<file path="src/rtl/y86_pkg.sv">
// Shared Y86-64 encodings: instruction codes, ALU controls, condition codes.
// Used by the execute-stage controller and its condition evaluator.
package y86_pkg;

    localparam int unsigned W_DATA = 64;
    localparam int unsigned W_CODE = 4;
    localparam int unsigned W_ALU  = 2;
    localparam int unsigned W_CC   = 3;

    localparam logic [W_CODE-1:0] I_HALT   = 4'h0;
    localparam logic [W_CODE-1:0] I_NOP    = 4'h1;
    localparam logic [W_CODE-1:0] I_RRMOVQ = 4'h2;
    localparam logic [W_CODE-1:0] I_IRMOVQ = 4'h3;
    localparam logic [W_CODE-1:0] I_RMMOVQ = 4'h4;
    localparam logic [W_CODE-1:0] I_MRMOVQ = 4'h5;
    localparam logic [W_CODE-1:0] I_OPQ    = 4'h6;
    localparam logic [W_CODE-1:0] I_JXX    = 4'h7;
    localparam logic [W_CODE-1:0] I_CALL   = 4'h8;
    localparam logic [W_CODE-1:0] I_RET    = 4'h9;
    localparam logic [W_CODE-1:0] I_PUSHQ  = 4'hA;
    localparam logic [W_CODE-1:0] I_POPQ   = 4'hB;

    localparam logic [W_ALU-1:0] ALU_ADD = 2'b00;
    localparam logic [W_ALU-1:0] ALU_SUB = 2'b01;
    localparam logic [W_ALU-1:0] ALU_AND = 2'b10;
    localparam logic [W_ALU-1:0] ALU_XOR = 2'b11;

    localparam logic [W_CODE-1:0] C_ALWAYS = 4'h0;
    localparam logic [W_CODE-1:0] C_LE     = 4'h1;
    localparam logic [W_CODE-1:0] C_L      = 4'h2;
    localparam logic [W_CODE-1:0] C_E      = 4'h3;
    localparam logic [W_CODE-1:0] C_NE     = 4'h4;
    localparam logic [W_CODE-1:0] C_GE     = 4'h5;
    localparam logic [W_CODE-1:0] C_G      = 4'h6;

    typedef struct packed {
        logic zf;
        logic sf;
        logic of;
    } cc_t;

    // cmovXX and jXX are the only instructions that produce a condition
    function automatic logic is_cond_op(input logic [W_CODE-1:0] icode);
        return (icode == I_RRMOVQ) || (icode == I_JXX);
    endfunction

endpackage

</file>
<file path="src/rtl/alu_exec_ctrl_cond_eval.sv">
// Combinational Y86 condition evaluation from {ZF,SF,OF} and ifun.
// Kept standalone so a branch-prediction checker can reuse it.
module cond_eval
    import y86_pkg::*;
(
    input  logic [W_CC-1:0]   i_cc,
    input  logic [W_CODE-1:0] i_ifun,
    output logic              o_cnd
);

    logic w_zf;
    logic w_sf;
    logic w_of;

    assign w_zf = i_cc[2];
    assign w_sf = i_cc[1];
    assign w_of = i_cc[0];

    always_comb begin
        o_cnd = 1'b0;
        case (i_ifun)
            C_ALWAYS: o_cnd = 1'b1;
            C_LE:     o_cnd = (w_sf ^ w_of) | w_zf;
            C_L:      o_cnd = w_sf ^ w_of;
            C_E:      o_cnd = w_zf;
            C_NE:     o_cnd = !w_zf;
            C_GE:     o_cnd = !(w_sf ^ w_of);
            C_G:      o_cnd = !(w_sf ^ w_of) && !w_zf;
            default:  o_cnd = 1'b0;
        endcase
    end

endmodule

</file>
<file path="src/rtl/alu_exec_ctrl.sv">
// Y86-64 execute-stage controller: ALU operand/control select, valE/cnd
// register and condition codes. `EXEC_STAT_EN adds a registered err output.
module alu_exec_ctrl
    import y86_pkg::*;
#(
    parameter int unsigned     STACK_STEP = 8,
    parameter logic [W_CC-1:0] CC_RESET   = 3'b100
) (
    input  logic              clk,
    input  logic              rst,
    input  logic              in_valid,
    output logic              in_ready,
    input  logic [W_CODE-1:0] icode,
    input  logic [W_CODE-1:0] ifun,
    input  logic [W_DATA-1:0] valA,
    input  logic [W_DATA-1:0] valB,
    input  logic [W_DATA-1:0] valC,
    input  logic              cc_inhibit,
    input  logic              flush,
    output logic [W_ALU-1:0]  alu_ctrl,
    output logic [W_DATA-1:0] alu_a,
    output logic [W_DATA-1:0] alu_b,
    input  logic [W_DATA-1:0] alu_c,
    input  logic              alu_of,
    output logic              out_valid,
    input  logic              out_ready,
    output logic [W_DATA-1:0] valE,
    output logic              cnd,
`ifdef EXEC_STAT_EN
    output logic              err,
`endif
    output logic [W_CC-1:0]   cc
);

    localparam logic [W_DATA-1:0] STEP_POS = W_DATA'(STACK_STEP);
    localparam logic [W_DATA-1:0] STEP_NEG = W_DATA'(0) - STEP_POS;

    logic              r_out_valid;
    logic [W_DATA-1:0] r_vale;
    logic              r_cnd;
    cc_t               r_cc;

    logic [W_DATA-1:0] w_alu_a_src;
    logic [W_DATA-1:0] w_alu_b_src;
    logic [W_ALU-1:0]  w_ctrl;
    logic              w_accept;
    logic              w_cnd_raw;
    logic              w_cnd;
    logic              w_err;
    logic              w_cc_we;

    // Operand select in aluA/aluB terms; the ALU sees them swapped below
    always_comb begin
        w_alu_a_src = '0;
        w_alu_b_src = '0;
        w_ctrl      = ALU_ADD;
        case (icode)
            I_OPQ: begin
                w_alu_a_src = valA;
                w_alu_b_src = valB;
                w_ctrl      = ifun[1:0];
            end
            I_RRMOVQ: w_alu_a_src = valA;
            I_IRMOVQ: w_alu_a_src = valC;
            I_RMMOVQ, I_MRMOVQ: begin
                w_alu_a_src = valC;
                w_alu_b_src = valB;
            end
            I_CALL, I_PUSHQ: begin
                w_alu_a_src = STEP_NEG;
                w_alu_b_src = valB;
            end
            I_RET, I_POPQ: begin
                w_alu_a_src = STEP_POS;
                w_alu_b_src = valB;
            end
            default: ;
        endcase
    end

    assign alu_a    = w_alu_b_src;
    assign alu_b    = w_alu_a_src;
    assign alu_ctrl = w_ctrl;

    cond_eval u_cond_eval (
        .i_cc   (r_cc),
        .i_ifun (ifun),
        .o_cnd  (w_cnd_raw)
    );

`ifdef EXEC_STAT_EN
    assign w_err = ((icode == I_OPQ) && (ifun > 4'h3))
                 || (is_cond_op(icode) && (ifun > C_G))
                 || (icode > I_POPQ);
`else
    assign w_err = 1'b0;
`endif

    assign in_ready = !flush && (!r_out_valid || out_ready);
    assign w_accept = in_valid && in_ready;
    assign w_cnd    = is_cond_op(icode) && w_cnd_raw;
    assign w_cc_we  = w_accept && (icode == I_OPQ) && !cc_inhibit && !w_err;

    always_ff @(posedge clk or posedge rst) begin
        if (rst) begin
            r_out_valid <= 1'b0;
            r_vale      <= '0;
            r_cnd       <= 1'b0;
            r_cc        <= cc_t'(CC_RESET);
        end else begin
            if (w_accept) begin
                r_out_valid <= 1'b1;
                r_vale      <= alu_c;
                r_cnd       <= w_cnd;
            end else if (flush || out_ready) begin
                r_out_valid <= 1'b0;
            end
            if (w_cc_we) begin
                r_cc.zf <= (alu_c == '0);
                r_cc.sf <= alu_c[W_DATA-1];
                r_cc.of <= alu_of;
            end
        end
    end

`ifdef EXEC_STAT_EN
    logic r_err;

    always_ff @(posedge clk or posedge rst) begin
        if (rst) begin
            r_err <= 1'b0;
        end else if (w_accept) begin
            r_err <= w_err;
        end
    end

    assign err = r_err;
`endif

    assign out_valid = r_out_valid;
    assign valE      = r_vale;
    assign cnd       = r_cnd;
    assign cc        = r_cc;

endmodule

</file>
<file path="config.mk">
export PLATFORM = sky130hd
export DESIGN_NAME = alu_exec_ctrl
export DESIGN_NICKNAME = d
export VERILOG_FILES = /design/src/rtl/y86_pkg.sv /design/src/rtl/alu_exec_ctrl_cond_eval.sv /design/src/rtl/alu_exec_ctrl.sv
export SDC_FILE = /design/constraint.sdc
export NUM_CORES = 1
export LEC_CHECK = 0
export CAP_MARGIN = 40
export CORE_AREA = 2 2 181 183
export CTS_BUF_LIST = sky130_fd_sc_hd__clkbuf_4 sky130_fd_sc_hd__clkbuf_8
export DETAILED_ROUTE_END_ITERATION = 7
export DIE_AREA = 0 0 183 185
export SLEW_MARGIN = 0
export SYNTH_ARGS = -nofsm -noshare
export SYNTH_HDL_FRONTEND = slang
export SYNTH_SLANG_ARGS = --single-unit
</file>
<file path="constraint.sdc">
create_clock -name clk -period 2.6 [get_ports clk]
set_clock_uncertainty 0.15 [all_clocks]
set_input_delay 0.78 -clock clk [delete_from_list [all_inputs] [get_ports clk]]
set_output_delay 0.78 -clock clk [all_outputs]
set_load 0.01 [all_outputs]
</file>
==> results.cfg, run 1 <==
[setup_path]
endpoint_kind = output pin
start_kind = primary input
crit_fanout = 5
crit_required_ps = 1670
cp.arrival_ps = 2040
critical_path_class = in2out

[cts]
cts_hold_buffers = 0
cts_inserted_buffers = 9
cts.sinks = 69
clock_latency_ps = 350
clk_pin_slew_ps = 80
cts_max_level = 3
cts.path.max_buffers = 2
root_buffer = clkbuf_8
cts_tree = done

[timing]
relSlewSlack_pct = 63.90
period_share_pct = 114.2
timing.final.ws_setup_ps = -369.2
rsz0062_at_grt = yes
fmax_mhz = 336.8
finalSetupViolations = 129
report.final.slew_viol_count = 0
hold_viol = 0
period_minus_slack_ps = 2969
max_slew.worst_pin.slew_ps = 536.5
tns_ps = -33350
hold_ws_ps = 344.4

[yosys]
syn_inst = 355
synth_top_area_cell = dfrtp_1
synth.yosys.warnings = 0
syn-num-nets = 626
ys_seq_area_share_pct = 40.56
ys_ff_latch = 69
avgSynthCellArea_um2 = 12.00
synth_area_um2 = 4260
yosysTopAreaCellShare_pct = 39.94
yosys-top-cells-area = dfrtp_1, a221o_1, mux2_4
ys_types = 37

[final_layout]
fin_util_pct = 31.83
fillers = 3299
areaGrowthSynthToFinish_pct = 139.4
fin_cells = 1310
seqCellArea_um2 = 1728
drive_gt1_share_pct = 36.08
num-nets-final = 1164
fin_area_um2 = 10200
multiInputGateArea_um2 = 2395

[outcome]
status = complete, but fails checks
violations = negative setup slack

[min_path]
min_path_type = reg2reg

[pwr]
swShare_pct = 29.53
power.total_mw = 4.340
power_switching_mw = 1.282
sequentialPowerShare_pct = 30.9
vdd_drop_max_v = 0.0002751
power_frac_clock_pct = 23.8
p_int_mw = 3.059
power_leakage_nw = 4.474
p_per_area_nw_per_um2 = 425.5
p_comb_share_pct = 45.3

[routing]
wl_per_cell_um = 18.80
routed_wirelength_um = 24620
drc = 0
first_iter_violations = 228
via_count = 5284
dr.pass1.iters = 4
viasPerCell = 4.034
drtAntennaViolNets = 0

[floorplan]
io_pins = 471
rows = 66
die_x_um = 183
start_util_pct = 13.30
chipHeight_um = 185
die_area_um2 = 33860
core_um2 = 32040

[global_routing]
grt_max_degree = 36
grt_usage_pct = 13.59
overflow = 0
first_global_vias = 5522
antenna_found_initial = 6
grt_pass1_wl_um = 34530

[placed_design]
portBuffers = 470
dpl-instance-area_um2 = 9813
hpwl_um = 19760
place_ws_ps = -1308
placed_cells = 1257
routabilityCongestion = 0.8972

[flow_run]
cap_violations = 0
-- worst max-delay path, stage by stage --
cell	delay, ps
buf_6	100
buf_6	110
mux2_4	270
nor2_4	100
buf_8	140
buf_12	120
buf_16	110
a221o_1	150
buf_2	140
-- cells by family after synthesis --
family | after synthesis | share of synthesized area, %
DFF | 69 | 40.56
buffers and inverters | 37 | 5.551
muxes | 68 | 21.41
AOI/OAI and AO/OA | 71 | 16.09
xor gates and xnor gates | 2 | 0.4112
and+or+nand+nor | 108 | 15.98
-- cells in the final DEF (no fill, tap or decap), drive strengths merged, types with 3 or more instances in the layout --
cell           instances
nor2                   6
inv                    6
nor2b                 68
nor4                  17
dlygate4sd2           11
a22o                   3
nand4                  4
a221o                 60
mux2                  68
diode                  4
clkbuf                28
dfrtp                 68
buf                  197
clkdlybuf4s50        333
-- routing by layer --
metal	part of all wire (%)	vias up	global-route usage (%)
met1	42	2517	16.65
met3	8.1	35	4.326
met5	0.049	-	0
met4	2.8	2	4.768
li1	-	2461	-
met2	47	269	22.44
-- cells in the mapped netlist (all sizes together) --
library cell  number
a21boi             1
a21oi              1
a221o             60
a22o               3
a31oi              1
a32o               1
a32oi              1
and3               2
and3b              1
buf               23
clkbuf            11
dfrtp             68
dfstp              1
inv                3
mux2              68
nand2              2
nand2b             1
nand3b             1
nand4              4
nor2               6
nor2b             68
nor3               2
nor3b              1
nor4              17
o211ai             1
o21ai              2
or3                2
or3b               1
xnor2              1
xor2               1
-- flip-flops by register name, summed over array words and instances (netlist names) --
| signal | flops |
|---|---|
| cc | 3 |
| cnd | 1 |
| out_valid | 1 |
| valE | 64 |
-- timing repair --
action	4_1_cts	5_1_grt
gates cloned	9	3
setup buffers	18	7
hold endpoints to repair	0	0
resized for setup	520	57
endpoints found under the setup margin	132	131
pin swaps	18	11
-- power by group through the flow --
stage	Combinational, mW	Clock, mW	Sequential (mW)
after detailed placement	1.94	0	1.36
after global placement	1.94	0	1.36
after floorplan	0.582	0	1.44
final	1.97	1.03	1.34
after CTS	1.95	1.07	1.34
after global routing	2.08	1.13	1.37
-- path summary, 6_finish.rpt --
kind / slack (ps) / cells after the start / from / endpoint
min: 340 / 1 / cnd / cnd
max reg2reg: 540 / 5 / out_valid / cc[1]
max: -370 / 9 / icode[1] / alu_b[5]
max in group asynchronous: 1130 / 3 / rst / cc[2]
min in group asynchronous: 630 / 2 / rst / valE[16]
min reg2reg: 340 / 1 / cnd / cnd
-- cell type report --
type / count / share of cell area, %
tap: 408 / 5.005
timing repair buffer: 561 / 52.06
antenna: 4 / 0.09814
clock inverter: 7 / 1.030
multi-input combinational: 249 / 23.48
clock buffer: 9 / 1.214
inverter: 3 / 0.1717
sequential: 69 / 16.94
Power figures use the tool's default switching activity.
==> run 2: changes to the inputs <==
--- a/config.mk
+++ b/config.mk
@@ -6,10 +6,10 @@
 export NUM_CORES = 1
 export LEC_CHECK = 0
 export CAP_MARGIN = 40
-export CORE_AREA = 2 2 181 183
+export CORE_AREA = 4 4 183 185
 export CTS_BUF_LIST = sky130_fd_sc_hd__clkbuf_4 sky130_fd_sc_hd__clkbuf_8
 export DETAILED_ROUTE_END_ITERATION = 7
-export DIE_AREA = 0 0 183 185
+export DIE_AREA = 0 0 187 189
 export SLEW_MARGIN = 0
 export SYNTH_ARGS = -nofsm -noshare
 export SYNTH_HDL_FRONTEND = slang
==> results.cfg, run 2 (synthesized netlist as in run 1, its figures left out) <==
[min_path]
min_path_type = reg2reg
holdPathStages = 1

[placed_design]
routabilityCongestion = 0.8758
placed_cells = 1232
hpwl_um = 19950
portBuffers = 470

[cts]
cts_max_level = 3
cts_inserted_buffers = 9
cts_tree = done
root_buffer = clkbuf_8
cts.path.max_buffers = 2
clock_latency_ps = 350
clk_pin_slew_ps = 80
cts.sinks = 69
cts_hold_buffers = 0

[setup_path]
critical_path_class = in2out
r2r-start = out_valid
start_kind = primary input
endpoint_kind = output pin
rr_endpoint = cnd
cp.arrival_ps = 2110
crit_fanout = 5
startpoint = icode[2]
reg2reg_slack_ps = 550
crit_required_ps = 1670
r2r_cells = 6
critPathCapture = alu_b[38]

[timing]
finalSetupViolations = 129
max_slew.worst_pin.slew_ps = 516.2
period_minus_slack_ps = 3044
period_share_pct = 117.1
rsz0062_at_grt = yes
fmax_mhz = 328.5
relSlewSlack_pct = 65.51
hold_viol = 0
report.final.slew_viol_count = 0
timing.final.ws_setup_ps = -444.2

[pwr]
power_switching_mw = 1.304
p_comb_share_pct = 46.2
p_int_mw = 3.211
swShare_pct = 28.88
p_per_area_nw_per_um2 = 419.7
power_frac_clock_pct = 24.1
vdd_drop_max_v = 0.0002026
power_leakage_nw = 4.742
sequentialPowerShare_pct = 29.7

[final_layout]
fin_cells = 1324
final_common_cell = clkdlybuf4s50_1
largest_reg_flops = 64
fillers = 3234
fin_util_pct = 33.57
drive_gt1_share_pct = 38.80
final_cell_mix = clkdlybuf4s50_1, buf_2, dfrtp_1
areaGrowthSynthToFinish_pct = 152.5
num-nets-final = 1182

[global_routing]
grt_usage_pct = 13.90
grt_pass1_wl_um = 37250
antenna_found_initial = 1
first_global_vias = 5700
grt_max_degree = 67
overflow = 0

[routing]
viasPerCell = 4.156
dr.pass1.iters = 5
routed_wirelength_um = 27850
wl_per_cell_um = 21.04
first_iter_violations = 309
drc = 0
drtAntennaViolNets = 0
via_count = 5503

[floorplan]
core_um2 = 32040
chipHeight_um = 189
io_pins = 471
die_x_um = 187
die_area_um2 = 35340
rows = 66
start_util_pct = 13.30

[outcome]
violations = negative setup slack
status = complete, but fails checks

[flow_run]
cap_violations = 0
## run 2: changes by cell type in the layout (fill, tap and decap cells not counted), moves of 4 or more
| cell | before | now |
|---|---|---|
| dlygate4sd2_1 | 11 | 0 |
| buf_8 | 5 | 12 |
| buf_6 | 39 | 64 |
| nor2b_4 | 5 | 16 |
| nor2b_1 | 62 | 52 |
| buf_2 | 88 | 97 |
| buf_16 | 6 | 10 |
| buf_4 | 47 | 28 |
| clkbuf_16 | 2 | 10 |
| clkbuf_2 | 17 | 9 |
## run 2: how the worst min path moves through the flow
stage	start	endpoint
4_1_cts	valE[37]	valE[37]
5_1_grt	valE[8]	valE[8]
6_report	valE[46]	valE[46]
3_3_place_gp	valE[37]	valE[37]
2_1_floorplan	cnd	cnd
3_5_place_dp	valE[37]	valE[37]
## run 2: final cells by class
cell class / instances / area, µm² / area share (%)
Timing Repair Buffer: 579 / 5803 / 53.95
Inverter: 3 / 17.52 / 0.1628
Antenna cell: 1 / 2.502 / 0.02326
Tap cell: 408 / 510.5 / 4.746
Multi-Input combinational cell: 249 / 2459 / 22.86
Clock inverter: 6 / 112.6 / 1.047
Sequential cell: 69 / 1728 / 16.06
Clock buffer: 9 / 123.9 / 1.152
## run 2: worst max-delay path, stage by stage
cell and delay (ps):
buf_8 100, inv_4 50, mux2_4 300, nor2_4 170, buf_6 130, buf_6 110
buf_8 110, buf_4 100, a221o_1 120, buf_2 140
## run 2: layer usage
layer	part of all wire (%)	GRT usage [%]
met1	40	16.87
met2	49	23.76
met3	8.7	4.664
met4	1.8	3.584
met5	0	0
## run 2: power groups by stage
stage / clock [mW] / combinational (mW) / sequential, mW
after floorplan: 0 / 0.582 / 1.44
after global placement: 0 / 1.91 / 1.36
after detailed placement: 0 / 1.91 / 1.36
after CTS: 1.14 / 2.00 / 1.34
after global routing: 1.18 / 2.19 / 1.37
final: 1.09 / 2.08 / 1.34
## run 2: timing repair
item / in CTS / in global routing
setup buffers: 42 / 20
pin swaps: 24 / 21
cloned: 17 / 14
gates resized for setup: 539 / 131
endpoints found under the setup margin: 131 / 131
## run 2: metrics by stage
step / hold WS, ps / setup slack [ps] / area [µm²] / power [mW] / TNS [ps]
global route: 373.5 / -491.2 / 10750 / 4.744 / -43430
finish: 358.5 / -444.2 / 10760 / 4.515 / -37010
global placement: 337.4 / -1220 / 9615 / 3.265 / -147810
detailed placement: 341.5 / -1173 / 9615 / 3.276 / -148400
CTS: 362.1 / -499.2 / 10340 / 4.487 / -39790
floorplan: 382.3 / -19.50 / 4292 / 2.024 / -930.9
